[config.mk]
export PLATFORM = sky130hd
export DESIGN_NAME = baby_spi_loader
export DESIGN_NICKNAME = d
export VERILOG_FILES = /design/src/rtl/baby_spi_loader.sv
export SDC_FILE = /design/constraint.sdc
export NUM_CORES = 1
export LEC_CHECK = 0
export CAP_MARGIN = 20
export CORE_MARGIN = 2
export CORE_UTILIZATION = 46
export CTS_CLUSTER_SIZE = 12
export DETAILED_ROUTE_END_ITERATION = 10
export MAX_ROUTING_LAYER = met4
export PLACE_DENSITY_LB_ADDON = 0.25
export SYNTH_ARGS = -nofsm -noshare
export SYNTH_HDL_FRONTEND = slang
export SYNTH_SLANG_ARGS = --single-unit
[constraint.sdc]
create_clock -name clock -period 2.2 [get_ports clock]
set_input_delay 0.33 -clock clock [delete_from_list [all_inputs] [get_ports clock]]
set_output_delay 0.33 -clock clock [all_outputs]
set_load 0.05 [all_outputs]
[src/rtl/baby_spi_loader.sv]
// SPI-mode-0 target that lets an external host write or read words of the
// shared store; it stalls the CPU while it owns the store port.
module baby_spi_loader #(
  parameter int ADDR_W = 5,
  parameter int DATA_W = 32
) (
  input  logic              clock,
  input  logic              reset_i,
  input  logic              spi_clock_i,
  input  logic              spi_cs_i,
  input  logic              spi_pico_i,
  output logic              spi_poci_o,
  input  logic [ADDR_W-1:0] cpu_addr_i,
  input  logic [DATA_W-1:0] cpu_data_i,
  input  logic              cpu_we_i,
  output logic [ADDR_W-1:0] ram_addr_o,
  output logic [DATA_W-1:0] ram_data_o,
  output logic              ram_we_o,
  input  logic [DATA_W-1:0] ram_data_i,
  output logic              cpu_hold_o
);

  localparam int CNT_W = $clog2(DATA_W);

  typedef enum logic [2:0] {
    IDLE, CMD, DATA_IN, WRITE, FETCH, DATA_OUT, DONE
  } state_t;

  state_t              state;
  logic                sck_s1, sck_s2, sck_prev;
  logic                cs_s1, cs_s2, cs_prev;
  logic                pico_s1, pico_s2;
  logic [1:0]          settle;
  logic                armed;
  logic [CNT_W-1:0]    bit_cnt;
  logic [6:0]          cmd_q;
  logic [DATA_W-1:0]   shift_q;
  logic [ADDR_W-1:0]   loader_addr;
  logic                loader_we;

  logic sck_rise, sck_fall, cs_rise, cs_fall;

  always_ff @(posedge clock) begin
    if (reset_i) begin
      sck_s1   <= 1'b0;
      sck_s2   <= 1'b0;
      sck_prev <= 1'b0;
      cs_s1    <= 1'b1;
      cs_s2    <= 1'b1;
      cs_prev  <= 1'b1;
      pico_s1  <= 1'b0;
      pico_s2  <= 1'b0;
    end else begin
      sck_s1   <= spi_clock_i;
      sck_s2   <= sck_s1;
      sck_prev <= sck_s2;
      cs_s1    <= spi_cs_i;
      cs_s2    <= cs_s1;
      cs_prev  <= cs_s2;
      pico_s1  <= spi_pico_i;
      pico_s2  <= pico_s1;
    end
  end

  assign sck_rise = sck_s2 & ~sck_prev;
  assign sck_fall = ~sck_s2 & sck_prev;
  assign cs_rise  = cs_s2 & ~cs_prev;
  // A frame may only start once CS has been seen high after reset, so a
  // frame cut by reset is ignored until the host deselects and reselects.
  assign cs_fall  = armed & cs_prev & ~cs_s2;

  always_ff @(posedge clock) begin
    if (reset_i) begin
      state       <= IDLE;
      settle      <= 2'b00;
      armed       <= 1'b0;
      bit_cnt     <= '0;
      cmd_q       <= '0;
      shift_q     <= '0;
      loader_addr <= '0;
      loader_we   <= 1'b0;
      cpu_hold_o  <= 1'b0;
      spi_poci_o  <= 1'b0;
    end else begin
      settle    <= {settle[0], 1'b1};
      armed     <= armed | (settle[1] & cs_s2);
      loader_we <= 1'b0;
      if (state != IDLE && state != WRITE && cs_rise) begin
        state      <= IDLE;
        cpu_hold_o <= 1'b0;
        spi_poci_o <= 1'b0;
        bit_cnt    <= '0;
        cmd_q      <= '0;
        shift_q    <= '0;
      end else begin
        case (state)
          IDLE: begin
            if (cs_fall) begin
              state      <= CMD;
              cpu_hold_o <= 1'b1;
              bit_cnt    <= '0;
              cmd_q      <= '0;
            end
          end
          CMD: begin
            if (sck_rise) begin
              cmd_q   <= {cmd_q[5:0], pico_s2};
              bit_cnt <= bit_cnt + CNT_W'(1);
              if (bit_cnt == CNT_W'(7)) begin
                bit_cnt     <= '0;
                loader_addr <= ADDR_W'({cmd_q[3:0], pico_s2});
                state       <= cmd_q[6] ? DATA_IN : FETCH;
              end
            end
          end
          DATA_IN: begin
            if (sck_rise) begin
              shift_q <= {shift_q[DATA_W-2:0], pico_s2};
              bit_cnt <= bit_cnt + CNT_W'(1);
              if (bit_cnt == CNT_W'(DATA_W - 1)) begin
                loader_we <= 1'b1;
                state     <= WRITE;
              end
            end
          end
          WRITE: begin
            // The write strobe is already on the port this cycle, so a
            // coinciding CS rise still lets it complete.
            if (cs_rise) begin
              state      <= IDLE;
              cpu_hold_o <= 1'b0;
            end else begin
              state <= DONE;
            end
          end
          FETCH: begin
            shift_q    <= ram_data_i;
            spi_poci_o <= ram_data_i[DATA_W-1];
            bit_cnt    <= '0;
            state      <= DATA_OUT;
          end
          DATA_OUT: begin
            // The falling edge that closes the command byte must not shift:
            // the host has not sampled the MSB yet.
            if (sck_rise) begin
              bit_cnt <= bit_cnt + CNT_W'(1);
              if (bit_cnt == CNT_W'(DATA_W - 1)) begin
                spi_poci_o <= 1'b0;
                state      <= DONE;
              end
            end else if (sck_fall && bit_cnt != '0) begin
              spi_poci_o <= shift_q[DATA_W-2];
              shift_q    <= {shift_q[DATA_W-2:0], 1'b0};
            end
          end
          DONE: begin
            spi_poci_o <= 1'b0;
          end
          default: begin
            state <= IDLE;
          end
        endcase
      end
    end
  end

  assign ram_addr_o = cpu_hold_o ? loader_addr : cpu_addr_i;
  assign ram_data_o = cpu_hold_o ? shift_q     : cpu_data_i;
  assign ram_we_o   = cpu_hold_o ? loader_we   : cpu_we_i;

endmodule

# Yosys cells after proc, flatten, opt, wreduce, memory -nomap -nowiden
# Cells that the tools add are included.
[classes]
addsub = 1
n_mux = 34
bitwise = 15
n_reduce_logical = 21
n_eq_ne = 22
[op_table]
columns = ["cell", "count"]
rows = [
  ["$mux W32", 4],
  ["$pmux W32 S3", 1],
  ["$mux W3", 9],
  ["$mux W5", 5],
  ["$pmux W3 S7", 1],
  ["$ne A2 B2 Y1 const B", 10],
  ["$pmux W5 S4", 1],
  ["$mux W7", 2],
  ["$pmux W7 S2", 1],
  ["$reduce_and A4 Y1", 3],
  ["$eq A3 B3 Y1 const B", 3],
  ["$reduce_and A3 Y1", 3],
  ["$reduce_bool A3 Y1", 3],
  ["$mux W1", 8],
  ["$not A1 Y1", 8],
  ["$reduce_and A8 Y1", 1],
  ["$and A1 B1 Y1", 6],
  ["$eq A3 B2 Y1 const B", 2],
  ["$ne A3 B3 Y1 const B", 2],
  ["$add A5 B1 Y5 const B", 1],
  ["$eq A5 B3 Y1 const B", 1],
  ["$eq A5 B5 Y1 const B", 1],
  ["$reduce_bool A5 Y1", 1],
  ["$reduce_bool A2 Y1", 2],
  ["11 further kinds", 14],
]
[word_totals]
ff_bits = 66
input_bits = 75
elab_cells = 112
out_inout_bits = 40

# Depth between registers and ports, before layout
# Gate-level depths: netlist of run 1.
[depth]
word_depth = 6
ltp_mapped = 8
depth_no_buf = 8

# Worst setup path after synthesis of run 1
# Ideal clock, no wire load.
[synth_timing]
path_type = "reg2out"
start = "reg cpu_hold_o"
end = "out ram_data_o[11]"
slack_ns = 0.327
stages_incl_launch_ff = 3
path_buffers = 1
arrival_ns = 1.543
required_ns = 1.870
path_cell_list = "dfxtp_1 > buf_1 > mux2_2"
[synth_between]
elab_chain_len = 1
[synth_lines]
columns = ["item", "line", "rtl"]
rows = [
  ["start, declared", "20", "output logic cpu_hold_o"],
  ["start signal, assigned", "82", "cpu_hold_o <= 1'b0;"],
  ["start signal, assigned", "90", "cpu_hold_o <= 1'b0;"],
  ["start signal, assigned", "100", "cpu_hold_o <= 1'b1;"],
  ["$mux W32", "168", "assign ram_data_o = cpu_hold_o ? shift_q : cpu_data_i;"],
  ["end, declared", "17", "output logic [DATA_W-1:0] ram_data_o,"],
]
# Every way passes these cells.

# Worst setup path in the final report of run 1
[layout_timing]
start = "reg cpu_hold_o"
end = "out ram_data_o[15]"
# Same word-level chain as after synthesis.

==> metrics, run 1 <==
detailed placement HPWL=6200 um; Post-CTS Setup Bufs=0; Post-synth EDFFs=0; total global-route track usage=0.214; hold depth=1; H-tree lvl count=3; Die Y=roughly 92 um; Finished Layout Cells=roughly 570; Reg-to-Reg Start=bit_cnt[0]; FFs w/ async S/R, synth=0; Avg Synthesized Cell Area=roughly 10 um2; vias per cell=~5.3; first-pass GRT wire length=~14,000 um; placed instance area=between 0.004 and 0.005 mm2; clock-pin slew on the worst setup and hold paths=around 0.07 ns; clk sink count=66; WL final=between 8000 and 9000 um; fin crit share=0.891; Final #Nets=between 500 and 600; Final setup viols=0; max-slew violation count=0; dominant synthesized flop cell=dfxtp_1; fmax=around 500 MHz; unrepaired setup endpoints after global routing=no; worst hold path class=flop to flop; Yosys top cell area share=0.375; Die X=91.5 um; reg2reg end=shift_q[30]; initial DRC count=78; CTS tree=built; Yosys warnings=0; register area share after synthesis=0.375; worst path required time=between 1.5 and 2 ns; CORE AREA=between 0.007 and 0.008 mm2; CTS buffer count=9; fill count=554; Synth Net Count=between 400 and 500; Final Skew=0.00848 ns; largest net degree at the start of global routing=36; Post-Synthesis Cell Area=roughly 0.0035 mm2; worst reg2reg setup slack=0.25 ns; worst-skew pair later-pin latency=0.34 ns; DRC viols=0; outcome=finished clean; vias in the first global route=roughly 3,000; CTS resizes=0; Area contributors post-synth=dfxtp_1 37%, mux2_2 12%, mux2i_1 10%; total power=around 0.0036 W; vias=between 3,000 and 4,000; flops & latches, synth=66; CP Capture Type=output port; routability congestion estimate=about 0.89; Root Buffer=clkbuf_8; CP max stage delay=0.46 ns; Max IR drop VDD=between 400 and 500 uV; top cell type by total area after synthesis=dfxtp_1; starting density of the core=0.481; final worst path period need=a little under 2 ns; post-route setup TNS=0 ns; row cnt=31; leakage=1.74 nW; post-synth cell types=50; Area growth, synth to finish=42.9%; boundary pin count=115; Cells after Synth=~350; CTS Hold Bufs=0; Worst setup startpoint=cpu_hold_o; placed cells=~560; Routed Antenna Nets=0; startpoint types=flop; layout cells sized above 1=0.319; post-DR wirelength/cell=roughly 15 um; final hold violations=0; crit path cell chain=buf_12, mux2_2, buf_4; Setup crit end=ram_data_o[15]; final instance area=between 0.005 and 0.006 mm2; die area=around 0.0084 mm2; initial antenna violation count=0; CP max FO=35; Power Dens Cells=approximately 710 mW/mm2; crit path max-delay cell type=dfxtp_2; R2R cell count=8; Slew HR=0.660; Worst Path Arrival=1.63 ns; total of max-cap violations=0; clk buf depth=2; crit path kind=flop to output port; Detailed Routing Iterations Pass 1=4; Worst Tran Pin Value=around 0.51 ns; gr ovfl total=0; Port-buffer cells=approximately 110; Diodes inserted=0
[synthesized netlist by cell type, drive strengths merged (5+ instances only)]
library cell	instances
o21ai	9
a211oi	32
a21oi	10
a22oi	7
nor2	54
mux2i	36
dfxtp	66
inv	6
mux2	39
clkbuf	6
nor2b	7
or2	5
buf	20
nand2	8
[where the power goes]
part / switching (W) / internal, W
clock: 0.000455 / 0.000811
combinational: 0.000536 / 0.000438
sequential: 0.0000670 / 0.00125
[how the worst min path moves through the flow]
stage                     startpoint  endpoint
after floorplan                cs_s1     cs_s2
final                          cs_s1     cs_s2
after CTS                      cs_s1     cs_s2
after global placement         cs_s1     cs_s2
after global routing           cs_s1     cs_s2
after detailed placement       cs_s1     cs_s2
[cells in the final DEF (no fill, tap or decap), drive strengths merged, types with 2 or more instances in the layout]
cell type and n:
o21ai 9, o21a 3, a21boi 2, nor3 3, mux2i 36, bufinv 3
o22ai 2, a311oi 2, clkdlybuf4s50 75, mux2 39, nor4 2, nor2b 7
ha 3, nand2b 3, buf 55, a211o 3, nand4 4, clkbuf 11
a211oi 32, nand3 4, or2 5, inv 6, a21oi 10, nand3b 3
clkinv 2, nor2 54, dfxtp 66, nand2 8, a22oi 7
[state kept, by name (all words and copies together) (netlist names), 2 cells and up]
signal and flops:
cmd_q 7, bit_cnt 5, state 3, settle 2, loader_addr 5, shift_q 32
[critical path, delay by kind of cell (launching register included)]
family                 cells  cell delay (ns)
DFF                        1             0.46
muxes                      1             0.37
buffers and inverters      2             0.44
[layer usage]
layer / wire [um] / GRT usage / vias up / part of all wire
met1: 3820 / 0.256 / 1412 / 0.45
li1: - / - / 1520 / -
met2: 3980 / 0.345 / 97 / 0.47
met5: 0 / - / - / 0
met3: 535 / 0.0481 / 14 / 0.063
met4: 164 / 0.0922 / 0 / 0.019
[kinds of logic after synthesis]
group / after synthesis / share of synthesized area
adder cells (fa/ha/maj): 3 / 0.0107
AND/OR/NAND/NOR: 100 / 0.146
multiplexers: 75 / 0.227
flip-flops: 66 / 0.375
XOR/XNOR: 1 / 0.00249
buffers and inverters: 32 / 0.0412
AO/OA/AOI/OAI: 76 / 0.198
[area by class of cell]
cell class / count / area [um2] / share of cell area
inverters: 6 / 22.5 / 0.00447
well taps: 99 / 124 / 0.0246
flip-flops and latches: 66 / 1320 / 0.263
repair buffers: 130 / 1250 / 0.248
multi-input cells: 255 / 2060 / 0.410
clock inverters: 5 / 100 / 0.0199
clock buffers: 11 / 151 / 0.0301
[stage by stage]
step / util / hold WS (ns) / setup slack [ns]
final: 0.687 / 0.425 / 0.239
after global routing: 0.687 / 0.442 / 0.101
after CTS: 0.687 / 0.436 / 0.221
after detailed placement: 0.653 / 0.411 / 0.262
after global placement: 0.653 / 0.394 / 0.353
after floorplan: - / 0.389 / 0.327
No activity file was read; power rests on OpenSTA's default activity.
==> run 2, diff against run 1 <==
==> constraint.sdc (replaced) <==
create_clock -name clock -period 2.2 [get_ports clock]
set_input_delay 0.22 -clock clock [delete_from_list [all_inputs] [get_ports clock]]
set_output_delay 0.22 -clock clock [all_outputs]
set_load 0.05 [all_outputs]
==> metrics, run 2 (synthesized netlist as in run 1, its figures left out) <==
boundary pin count=115 (unchanged); vias per cell=5.32 (about the same); initial DRC count=114 (was 78); most common cell after layout, fill and taps aside=clkdlybuf4s50_1 (unchanged); H-tree lvl count=3 (unchanged); most frequent cells in the layout=75 x clkdlybuf4s50_1, 65 x dfxtp_1, 54 x nor2_1 (unchanged); clock-pin slew on the worst setup and hold paths=0.07 ns (about the same); area of the multi-input gates=0.00206 mm2 (unchanged); Diodes inserted=0 (unchanged); detailed placement HPWL=6200 um (about the same); max FFs per register=32 (unchanged); worst-skew pair later-pin latency=0.34 ns (about the same); die area=0.00838 mm2 (unchanged); Most common cell on crit path=ha_1; CP max stage delay=0.37 ns (was 0.46 ns); post-route setup TNS=0 ns (unchanged); initial antenna violation count=0 (unchanged); Detailed Routing Iterations Pass 1=4 (unchanged); CP Capture Type=flop (was output port); unrepaired setup endpoints after global routing=no (unchanged); CP Depth=8 (was 3); Final setup viols=0 (unchanged); Post-CTS Setup Bufs=0 (unchanged); CTS buffer count=9 (unchanged); Final Skew=0.00806 ns (was 0.00848 ns); leakage=1.69 nW (was 1.74 nW); Finished Layout Cells=568 (was 572); row cnt=31 (unchanged); total power=0.00328 W (was 0.00356 W); post-DR wirelength/cell=14.9 um (about the same); fin crit share=0.897 (was 0.891); worst hold path class=flop to flop (unchanged); final instance area=0.00491 mm2 (was 0.00504 mm2); CORE AREA=0.00733 mm2 (unchanged); CP max FO=6 (was 35); DRC viols=0 (unchanged); Slew HR=0.641 (was 0.660); hold depth=1 (unchanged); outcome=finished clean (unchanged); fill count=558 (was 554); Root Buffer=clkbuf_8 (unchanged); vias=3,020 (was 3,043); Port-buffer cells=114 (unchanged); crit path cell chain=ha_1, and3_1, ha_1, nand3b_1, a21o_1, o221ai_1, a211o_1, nand2_1 (was buf_12, mux2_2, buf_4); layout cells sized above 1=0.311 (was 0.319); WHS=0.419 ns (was 0.425 ns); clk buf depth=2 (unchanged); startpoint types=flop (unchanged); Routed Antenna Nets=0 (unchanged); total global-route track usage=0.211 (was 0.214); Final #Nets=542 (was 546); WL final=8480 um (was 8500 um); CTS Hold Bufs=0 (unchanged); Max IR drop VDD=434 uV (was 494 uV); FF/Latch Area=0.00132 mm2 (unchanged); gr ovfl total=0 (unchanged); final worst path period need=1.97 ns (was 1.96 ns); final hold violations=0 (unchanged); CTS resizes=0 (unchanged); max-slew violation count=0 (unchanged); crit path kind=flop to flop (was flop to output port); crit path max-delay cell type=a211o_1 (was dfxtp_2); first-pass GRT wire length=14,000 um (was 14,100 um); Area growth, synth to finish=39.4% (was 42.9%); delay-heaviest family, CP=compound AO/OA/AOI/OAI gates (was flip-flops); Worst Path Arrival=2.25 ns (was 1.63 ns); vias in the first global route=2,824 (was 2,986); total of max-cap violations=0 (unchanged); clk sink count=66 (unchanged); placed instance area=0.00472 mm2 (was 0.00478 mm2); Top reg by flops=shift_q (unchanged); placed cells=552 (was 556); R2R cell count=8 (unchanged); fmax=507 MHz (was 510 MHz); largest registers=shift_q x32, cmd_q x7 (unchanged); Worst Tran Pin Value=0.538 ns (was 0.508 ns); Die Y=91.5 um (unchanged); Power Dens Cells=668 mW/mm2 (was 707 mW/mm2); CTS tree=built (unchanged); crit path buf inv count=0 (was 2); largest net degree at the start of global routing=65 (was 36); worst path required time=2.48 ns (was 1.87 ns); Die X=91.5 um (unchanged); routability congestion estimate=0.912 (was 0.887); starting density of the core=0.481 (unchanged)
## run 2: changes by cell type in the layout (fill, tap and decap cells not counted)
cell       change
buf_12         -3
bufinv_16      -2
buf_4          -1
clkbuf_1       +1
clkbuf_8       -1
clkinv_2       +1
clkinv_4       +1
## run 2: worst register-to-register path, delay by kind of cell (launching register included)
family	cells	cell delay, ns
flops	1	0.33
simple gates	3	0.41
compound gates	3	0.76
fa+ha+maj	2	0.44
## run 2: stage by stage
step           worst slack (ns)   util
5_1_grt                  0.0975  0.670
6_report                  0.226  0.670
4_1_cts                   0.268  0.670
3_3_place_gp              0.324  0.643
3_5_place_dp              0.286  0.643
2_1_floorplan             0.437      -
## run 2: power breakdown
| group | internal (W) | switching, W | total (W) | leakage [nW] |
|---|---|---|---|---|
| clock network | 0.000551 | 0.000448 | 0.000999 | 0.103 |
| logic | 0.000426 | 0.000529 | 0.000955 | 1.05 |
| registers | 0.00125 | 0.0000740 | 0.00133 | 0.535 |
## run 2: final timing paths
kind,end,from,slack (ns)
setup / recovery,state[0],bit_cnt[0],0.23
hold / removal,cs_s2,cs_s1,0.42
setup reg to reg,state[0],bit_cnt[0],0.23
hold reg to reg,cs_s2,cs_s1,0.42
## run 2: final cells by class
type | instances | area share
repair buffers | 126 | 0.241
well taps | 99 | 0.0252
clock inverters | 5 | 0.0110
inverters | 6 | 0.00458
multi-input cells | 255 | 0.420
flip-flops and latches | 66 | 0.269
clock buffers | 11 | 0.0288
## run 2: layer usage
| metal | up-vias | GRT usage | wire length [um] |
|---|---|---|---|
| met3 | 13 | 0.0481 | 590 |
| met5 | - | - | 0 |
| met1 | 1390 | 0.272 | 3760 |
| met4 | 0 | 0.0732 | 147 |
| met2 | 110 | 0.324 | 3990 |
| li1 | 1507 | - | - |
==> run 3, diff against run 2 <==
--- a/config.mk
+++ b/config.mk
@@ -5,7 +5,6 @@
 export SDC_FILE = /design/constraint.sdc
 export NUM_CORES = 1
 export LEC_CHECK = 0
-export CAP_MARGIN = 20
 export CORE_MARGIN = 2
 export CORE_UTILIZATION = 46
 export CTS_CLUSTER_SIZE = 12
==> results of run 3 <==
The final DEF is identical to that of run 2; final timing and power are the same.
